--- config.mk ---
export PLATFORM = sky130hd
export DESIGN_NAME = bit_stream_serializer_flat
export DESIGN_NICKNAME = d
export VERILOG_FILES = /design/src/rtl/bit_stream_serializer_if.sv /design/src/rtl/bit_stream_serializer.sv /design/src/flat_wrapper.sv
export SDC_FILE = /design/constraint.sdc
export NUM_CORES = 1
export LEC_CHECK = 0
export CAP_MARGIN = 30
export CELL_PAD_IN_SITES_DETAIL_PLACEMENT = 1
export CELL_PAD_IN_SITES_GLOBAL_PLACEMENT = 1
export CORE_MARGIN = 2
export CORE_UTILIZATION = 39
export DETAILED_ROUTE_END_ITERATION = 6
export GPL_ROUTABILITY_DRIVEN = 0
export GPL_TIMING_DRIVEN = 0
export MAX_ROUTING_LAYER = met4
export PLACE_DENSITY = 0.81
export SKIP_CTS_REPAIR_TIMING = 1
export SLEW_MARGIN = 20
export SYNTH_ARGS = -nofsm -noshare
export SYNTH_HDL_FRONTEND = slang
export SYNTH_SLANG_ARGS = --single-unit
--- constraint.sdc ---
create_clock -name clk -period 1.7 [get_ports clk]
set_input_delay 0.255 -clock clk [delete_from_list [all_inputs] [get_ports clk]]
set_output_delay 0.255 -clock clk [all_outputs]
set_load 0.05 [all_outputs]
--- src/rtl/bit_stream_serializer_if.sv ---
// Load handshake and serial output bundle for bit_stream_serializer.
// The master side (a producer or bench) offers words; the slave side (the
// serializer) accepts them and drives the serial stream and status flags.
interface bit_stream_serializer_if #(
  parameter int WIDTH = 8
);

  logic             load_valid;
  logic [WIDTH-1:0] load_data;
  logic             load_ready;
  logic             data_out;
  logic             bit_strobe;
  logic             busy;
  logic             done;

  modport master (
    output load_valid,
    output load_data,
    input  load_ready,
    input  data_out,
    input  bit_strobe,
    input  busy,
    input  done
  );

  modport slave (
    input  load_valid,
    input  load_data,
    output load_ready,
    output data_out,
    output bit_strobe,
    output busy,
    output done
  );

endinterface

--- src/rtl/bit_stream_serializer.sv ---
// Parallel-to-serial source for the lab sequence detectors.
// A WIDTH-bit word is accepted through a valid/ready handshake and shifted
// out one bit per TICK_DIV clocks, MSB first unless LSB_FIRST is set.
// bit_strobe marks the last clock of each bit period; done pulses for one
// cycle after the final bit. Every output is a flop, so there is no
// combinational path from the load inputs to any output.
//
// Optional feature: define SERIALIZER_REPEAT_EN to add the repeat_frame
// input. When it is high on the final strobe edge of a frame, the word is
// reloaded from the hold register and re-sent with no gap and no done pulse.
// (The keyword 'repeat' cannot be used as a port name, hence repeat_frame.)
module bit_stream_serializer #(
  parameter int WIDTH     = 8,
  parameter int TICK_DIV  = 4,
  parameter int LSB_FIRST = 0
) (
  input  logic clk,
  input  logic reset_n,
`ifdef SERIALIZER_REPEAT_EN
  input  logic repeat_frame,
`endif
  bit_stream_serializer_if.slave bus
);

  localparam int TW = (TICK_DIV > 1) ? $clog2(TICK_DIV) : 1;
  localparam int BW = $clog2(WIDTH);

  localparam logic [TW-1:0] TICK_LAST = TW'(TICK_DIV - 1);
  localparam logic [BW-1:0] BIT_LAST  = BW'(WIDTH - 1);
  localparam bit            LSB       = (LSB_FIRST != 0);

  typedef enum logic [1:0] {
    IDLE  = 2'd0,
    SHIFT = 2'd1,
    DONE  = 2'd2
  } state_t;

  state_t           state;
  state_t           state_nxt;
  logic [WIDTH-1:0] shreg;
  logic [WIDTH-1:0] shreg_nxt;
  logic [TW-1:0]    tick_cnt;
  logic [TW-1:0]    tick_nxt;
  logic [BW-1:0]    bit_cnt;
  logic [BW-1:0]    bit_nxt;

`ifdef SERIALIZER_REPEAT_EN
  logic [WIDTH-1:0] hold_reg;
  logic [WIDTH-1:0] hold_nxt;
`endif

  logic load_ready_q;
  logic data_out_q;
  logic bit_strobe_q;
  logic busy_q;
  logic done_q;

  logic [WIDTH-1:0] shreg_shifted;
  logic             data_bit_nxt;

  assign shreg_shifted = LSB ? (shreg >> 1) : (shreg << 1);
  assign data_bit_nxt  = LSB ? shreg_nxt[0] : shreg_nxt[WIDTH-1];

  // Next-state decode for the FSM, shift register and both counters.
  always_comb begin
    state_nxt = state;
    shreg_nxt = shreg;
    tick_nxt  = tick_cnt;
    bit_nxt   = bit_cnt;
`ifdef SERIALIZER_REPEAT_EN
    hold_nxt  = hold_reg;
`endif
    unique case (state)
      IDLE: begin
        if (bus.load_valid) begin
          state_nxt = SHIFT;
          shreg_nxt = bus.load_data;
`ifdef SERIALIZER_REPEAT_EN
          hold_nxt  = bus.load_data;
`endif
          tick_nxt  = '0;
          bit_nxt   = '0;
        end
      end
      SHIFT: begin
        if (tick_cnt == TICK_LAST) begin
          tick_nxt = '0;
          if (bit_cnt == BIT_LAST) begin
`ifdef SERIALIZER_REPEAT_EN
            if (repeat_frame) begin
              shreg_nxt = hold_reg;
              bit_nxt   = '0;
            end else begin
              state_nxt = DONE;
              shreg_nxt = '0;
              bit_nxt   = '0;
            end
`else
            state_nxt = DONE;
            shreg_nxt = '0;
            bit_nxt   = '0;
`endif
          end else begin
            shreg_nxt = shreg_shifted;
            bit_nxt   = bit_cnt + BW'(1);
          end
        end else begin
          tick_nxt = tick_cnt + TW'(1);
        end
      end
      DONE: begin
        state_nxt = IDLE;
      end
      default: begin
        state_nxt = IDLE;
      end
    endcase
  end

  // State, datapath and output registers; outputs are derived from next state so they line up with it.
  always_ff @(posedge clk or negedge reset_n) begin
    if (!reset_n) begin
      state        <= IDLE;
      shreg        <= '0;
      tick_cnt     <= '0;
      bit_cnt      <= '0;
`ifdef SERIALIZER_REPEAT_EN
      hold_reg     <= '0;
`endif
      load_ready_q <= 1'b1;
      data_out_q   <= 1'b0;
      bit_strobe_q <= 1'b0;
      busy_q       <= 1'b0;
      done_q       <= 1'b0;
    end else begin
      state        <= state_nxt;
      shreg        <= shreg_nxt;
      tick_cnt     <= tick_nxt;
      bit_cnt      <= bit_nxt;
`ifdef SERIALIZER_REPEAT_EN
      hold_reg     <= hold_nxt;
`endif
      load_ready_q <= (state_nxt == IDLE);
      data_out_q   <= (state_nxt == SHIFT) ? data_bit_nxt : 1'b0;
      bit_strobe_q <= (state_nxt == SHIFT) && (tick_nxt == TICK_LAST);
      busy_q       <= (state_nxt == SHIFT);
      done_q       <= (state_nxt == DONE);
    end
  end

  assign bus.load_ready = load_ready_q;
  assign bus.data_out   = data_out_q;
  assign bus.bit_strobe = bit_strobe_q;
  assign bus.busy       = busy_q;
  assign bus.done       = done_q;

endmodule
--- src/flat_wrapper.sv ---
// flat-port wrapper written by rule: the top's interface ports become plain ports
module bit_stream_serializer_flat 
#(
  parameter int WIDTH     = 8,
  parameter int TICK_DIV  = 4,
  parameter int LSB_FIRST = 0
)
  (clk, reset_n, bus_load_valid, bus_load_data, bus_load_ready, bus_data_out, bus_bit_strobe, bus_busy, bus_done);
  bit_stream_serializer_if #(.WIDTH(WIDTH)) bus_i ();
  input  logic clk;
  input  logic reset_n;
  input wire logic [$bits(bus_i.load_valid)-1:0] bus_load_valid;
  input wire logic [$bits(bus_i.load_data)-1:0] bus_load_data;
  output wire logic [$bits(bus_i.load_ready)-1:0] bus_load_ready;
  output wire logic [$bits(bus_i.data_out)-1:0] bus_data_out;
  output wire logic [$bits(bus_i.bit_strobe)-1:0] bus_bit_strobe;
  output wire logic [$bits(bus_i.busy)-1:0] bus_busy;
  output wire logic [$bits(bus_i.done)-1:0] bus_done;
  assign bus_i.load_valid = bus_load_valid;
  assign bus_i.load_data = bus_load_data;
  assign bus_load_ready = bus_i.load_ready;
  assign bus_data_out = bus_i.data_out;
  assign bus_bit_strobe = bus_i.bit_strobe;
  assign bus_busy = bus_i.busy;
  assign bus_done = bus_i.done;
  bit_stream_serializer #(.WIDTH(WIDTH), .TICK_DIV(TICK_DIV), .LSB_FIRST(LSB_FIRST)) u_core (.clk(clk), .reset_n(reset_n), .bus(bus_i));
endmodule
# Word-level counts from Yosys, hierarchy flattened
# Index checks and enable logic that the tools add are counted.
[totals]
ff_bits = 20
in_bits = 11
out_inout_bits = 5
word_cells = 41
[op_classes]
n_addsub = 2
n_eq_ne = 8
muxes = 16
n_reduce_logical = 5
[ops]
columns = ["operator", "count"]
rows = [
  ["$mux 8", 3],
  ["$pmux 8 s2", 1],
  ["$mux 2", 5],
  ["$mux 3", 3],
  ["$pmux 2 s2", 2],
  ["$eq 2x2->1 const B", 3],
  ["$pmux 3 s2", 1],
  ["$eq 2x1->1 const B", 2],
  ["$logic_not 2->1", 2],
  ["$add 3x1->3 const B", 1],
  ["$eq 3x3->1 const B", 1],
  ["$reduce_and 3->1", 1],
  ["$add 2x1->2 const B", 1],
  ["$ne 2x1->1 const B", 1],
  ["$ne 2x2->1 const B", 1],
  ["$reduce_bool 2->1", 1],
  ["$logic_and 1x1->1", 1],
  ["$mux 1", 1],
]

# Logic depth before layout (Yosys ltp)
[logic_depth]
ltp_word = 6
depth_mapped = 5
depth_no_buf = 5

# Worst setup path after synthesis
# No wires, ideal clock.
[synth_path]
path_type = "register to register"
from = "register u_core.tick_cnt[0]"
to = "register u_core.shreg[1]"
setup_ns = 0.126
arrival_time_ns = 1.396
required_ns = 1.574
path_slack_ns = 0.179
path_stages_with_launch = 6
path_buffers = 1
synth_period_minus_slack_ns = 1.521
cell_sequence = "dfrtp_1 -> ha_1 -> mux2i_1 -> or2_0 -> buf_6 -> a221o_1"
[synth_between]
elab_chain_cells = 3
[synth_lines]
columns = ["item", "line_no", "rtl"]
rows = [
  ["start: declaration", "bit_stream_serializer.sv:42", "logic [TW-1:0] tick_cnt;"],
  ["start signal: assignment", "bit_stream_serializer.sv:138", "tick_cnt <= tick_nxt;"],
  ["$eq 2x2->1", "bit_stream_serializer.sv:86", "if (tick_cnt == TICK_LAST) begin"],
  ["$ne 2x1->1 (no source line)", "n/a", ""],
  ["$reduce_and 3->1 (no source line)", "n/a", ""],
  ["end signal: assignment", "bit_stream_serializer.sv:137", "shreg <= shreg_nxt;"],
  ["end: declaration", "bit_stream_serializer.sv:40", "logic [WIDTH-1:0] shreg;"],
]
# Every way passes these cells.
# A chain may end at the register's enable or synchronous reset.

# Worst setup path in the final report
[layout_path]
from = "register u_core.tick_cnt[0]"
to = "register u_core.shreg[4]"
# Same word-level chain as after synthesis.

==> results.json <==
{
  "hold_path.class": "in -> async",
  "overflow": 0,
  "vias": 667,
  "antenna_found_initial": 0,
  "slew_headroom": 0.661,
  "reg2reg_slack_ns": 0.06,
  "synthFlopType": "dfrtp_1",
  "vdd_drop_max_mv": 0.677,
  "synth_top_family_by_area": "compound AO/OA/AOI/OAI gates",
  "ys_seq_area_frac": 0.563,
  "die_width_um": 51.8,
  "post-dp-hpwl_um": 1310,
  "finalCritPeriodShare": 0.964,
  "clk_latency_ns": 0.32,
  "cts_num_sinks": 20,
  "first_pass_iters": 2,
  "synthArstFlopShare": 1.00,
  "synth_compound_area_frac": 0.173,
  "clock_path_buffers": 2,
  "ys_warn_count": 0,
  "syn-cell-area_sq_um": 891,
  "synth_cell_type_count": 28,
  "path_max_fanout": 10,
  "antenna_left": 0,
  "die_h_um": 51.8,
  "wl_per_cell_um": 15.1,
  "fin_crit_ns": 1.64,
  "synth_area_per_cell_sq_um": 11.4,
  "cts_tree": "yes",
  "tightest_slew_ns": 0.506,
  "crit_type": "reg -> reg",
  "setup_viol": 0,
  "fmax_mhz": 610,
  "track_usage": 0.158,
  "crit_path_end_kind": "register",
  "synth-seq-cells": 20,
  "drc": 0,
  "rows": 17,
  "power_mw": 1.95,
  "avgViaCountPerCell": 5.29,
  "path_clk_slew_ns": 0.13,
  "syn_to_final_growth_pct": 31.7,
  "diodes": 0,
  "core_sq_um": 2190,
  "ys_top_cells_by_area": "dfrtp_1 53%, a221o_1 6.7%, ha_1 4.2%",
  "die_area_sq_um": 2680,
  "fin_skew_ns": 0.0101,
  "synthTopCellsByCount": "19 x dfrtp_1, 8 x inv_1, 8 x nor2_1",
  "drive_gt1_frac": 0.153,
  "grt_pass1_wl_um": 2980,
  "synth_mux_area_frac": 0.0112,
  "cp-start-kind": "register",
  "synth_top_area_share": 0.534,
  "clockRootBuffer": "clkbuf_4",
  "synth_top_area_cell": "dfrtp_1",
  "grt_max_degree": 21,
  "port_buffers": 15,
  "synthAdderAreaFrac": 0.0421,
  "htree_levels": 1,
  "cap_violations": 0,
  "yosys.area_share.simple": 0.146,
  "start_util": 0.407,
  "yosysMostFrequentCell": "dfrtp_1",
  "r2r_cells": 5,
  "synth_nets": 92,
  "status": "completed",
  "wirelength_um": 1910,
  "synth_xor_area_frac": 0,
  "hold_violations": 0,
  "cts_buffers": 3,
  "synth_cells": 78,
  "pwr_density_cell_nw_per_um2": 1660,
  "final_nets": 113,
  "placed_area_sq_um": 1080,
  "drt_iter0_drc": 7,
  "rr_endpoint": "u_core.shreg[4]$_DFFE_PN0P_",
  "ios": 16,
  "regToRegStartpoint": "u_core.tick_cnt[0]$_DFF_PN0_",
  "arrival_ns": 1.85,
  "drv_slew": 0,
  "grt_pass1_vias": 673,
  "synth_edf_count": 0,
  "design_area_sq_um": 1170,
  "cellLeakagePower_nw": 0.579,
  "required_ns": 1.91
}
-- sequential cells by signal, summed over array words and instances (netlist names) --
signal	cells
u_core.bus.done	1
u_core.bus.load_ready	1
u_core.tick_cnt	2
u_core.state	2
u_core.bus.bit_strobe	1
u_core.shreg	8
u_core.bus.data_out	1
u_core.bus.busy	1
u_core.bit_cnt	3
-- placed cells by master, fill, tap and decap left out, types with 2 or more instances in the layout --
cell type and count:
ha_1 2, buf_6 2, clkbuf_4 3, nor2_1 8, dfrtp_1 19, o21ai_0 7, a221o_1 6, dlymetal6s2s_1 5
clkdlybuf4s50_1 10, nand2_1 3, and3_1 2, inv_1 8, a22o_1 2
-- per-layer routing --
layer	part of all wire	routed length (um)	up-vias	GRT usage
li1	-	-	317	-
met2	0.49	932	18	0.263
met4	0.016	31	0	0.0789
met5	0	0	-	-
met1	0.45	857	330	0.193
met3	0.045	86	2	0.0172
-- through the flow --
step / setup TNS [ns] / hold slack, ns / utilization / setup slack, ns / std cells
floorplan: 0 / -0.0406 / - / 0.179 / 78
global placement: -0.885 / 0.489 / 0.491 / -0.135 / 121
detailed placement: -1.09 / 0.497 / 0.491 / -0.168 / 121
CTS: -0.570 / 0.449 / 0.515 / -0.210 / 125
global route: -0.00421 / 0.220 / 0.536 / -0.00421 / 126
finish: 0 / 0.209 / 0.536 / 0.0617 / 126
-- cell families (layout without fill, tap and decap cells) --
family,Yosys count,in the layout
DFF,20,20
buffers and inverters,11,31
muxes,1,1
AOI/OAI and AO/OA,20,20
and+or+nand+nor,23,23
adders and majority gates,3,3
-- report_power, final --
part / internal (mW) / total (mW) / leakage, nW / switching [mW]
Sequential: 0.649 / 0.754 / 0.252 / 0.105
Clock: 0.239 / 0.401 / 0.0279 / 0.162
Combinational: 0.372 / 0.799 / 0.299 / 0.427
-- layout make-up --
class,count,area (sq um)
Buffer,3,27.5
Clock buffer,3,22.5
Clock inverter,1,30.0
Fill cell,242,1020
Inverter,8,30.0
Multi-Input combinational cell,47,349
Sequential cell,20,502
Tap cell,28,35.0
Timing Repair Buffer,16,178
-- worst max-delay path by stage --
stage	slack, ns	startpoint	endpoint	cells after the start
finish	0.06	u_core.tick_cnt[0]$_DFF_PN0_	u_core.shreg[4]$_DFFE_PN0P_	5
global route	-0.004	u_core.bit_cnt[0]$_DFFE_PN0P_	u_core.shreg[6]$_DFFE_PN0P_	5
CTS	-0.21	u_core.bus.load_ready$_DFF_PN1_	bus_load_ready	1
detailed placement	-0.17	bus_load_valid	u_core.shreg[4]$_DFFE_PN0P_	3
global placement	-0.13	bus_load_valid	u_core.shreg[3]$_DFFE_PN0P_	3
floorplan	0.18	u_core.tick_cnt[0]$_DFF_PN0_	u_core.shreg[1]$_DFFE_PN0P_	5
-- worst max-delay path, cell delays in order (launching register included) --
cell,delay [ns]
dfrtp_1,0.45
ha_4,0.20
mux2i_1,0.14
or2_0,0.25
buf_6,0.15
a221o_1,0.35
Power figures use the tool's default switching activity.
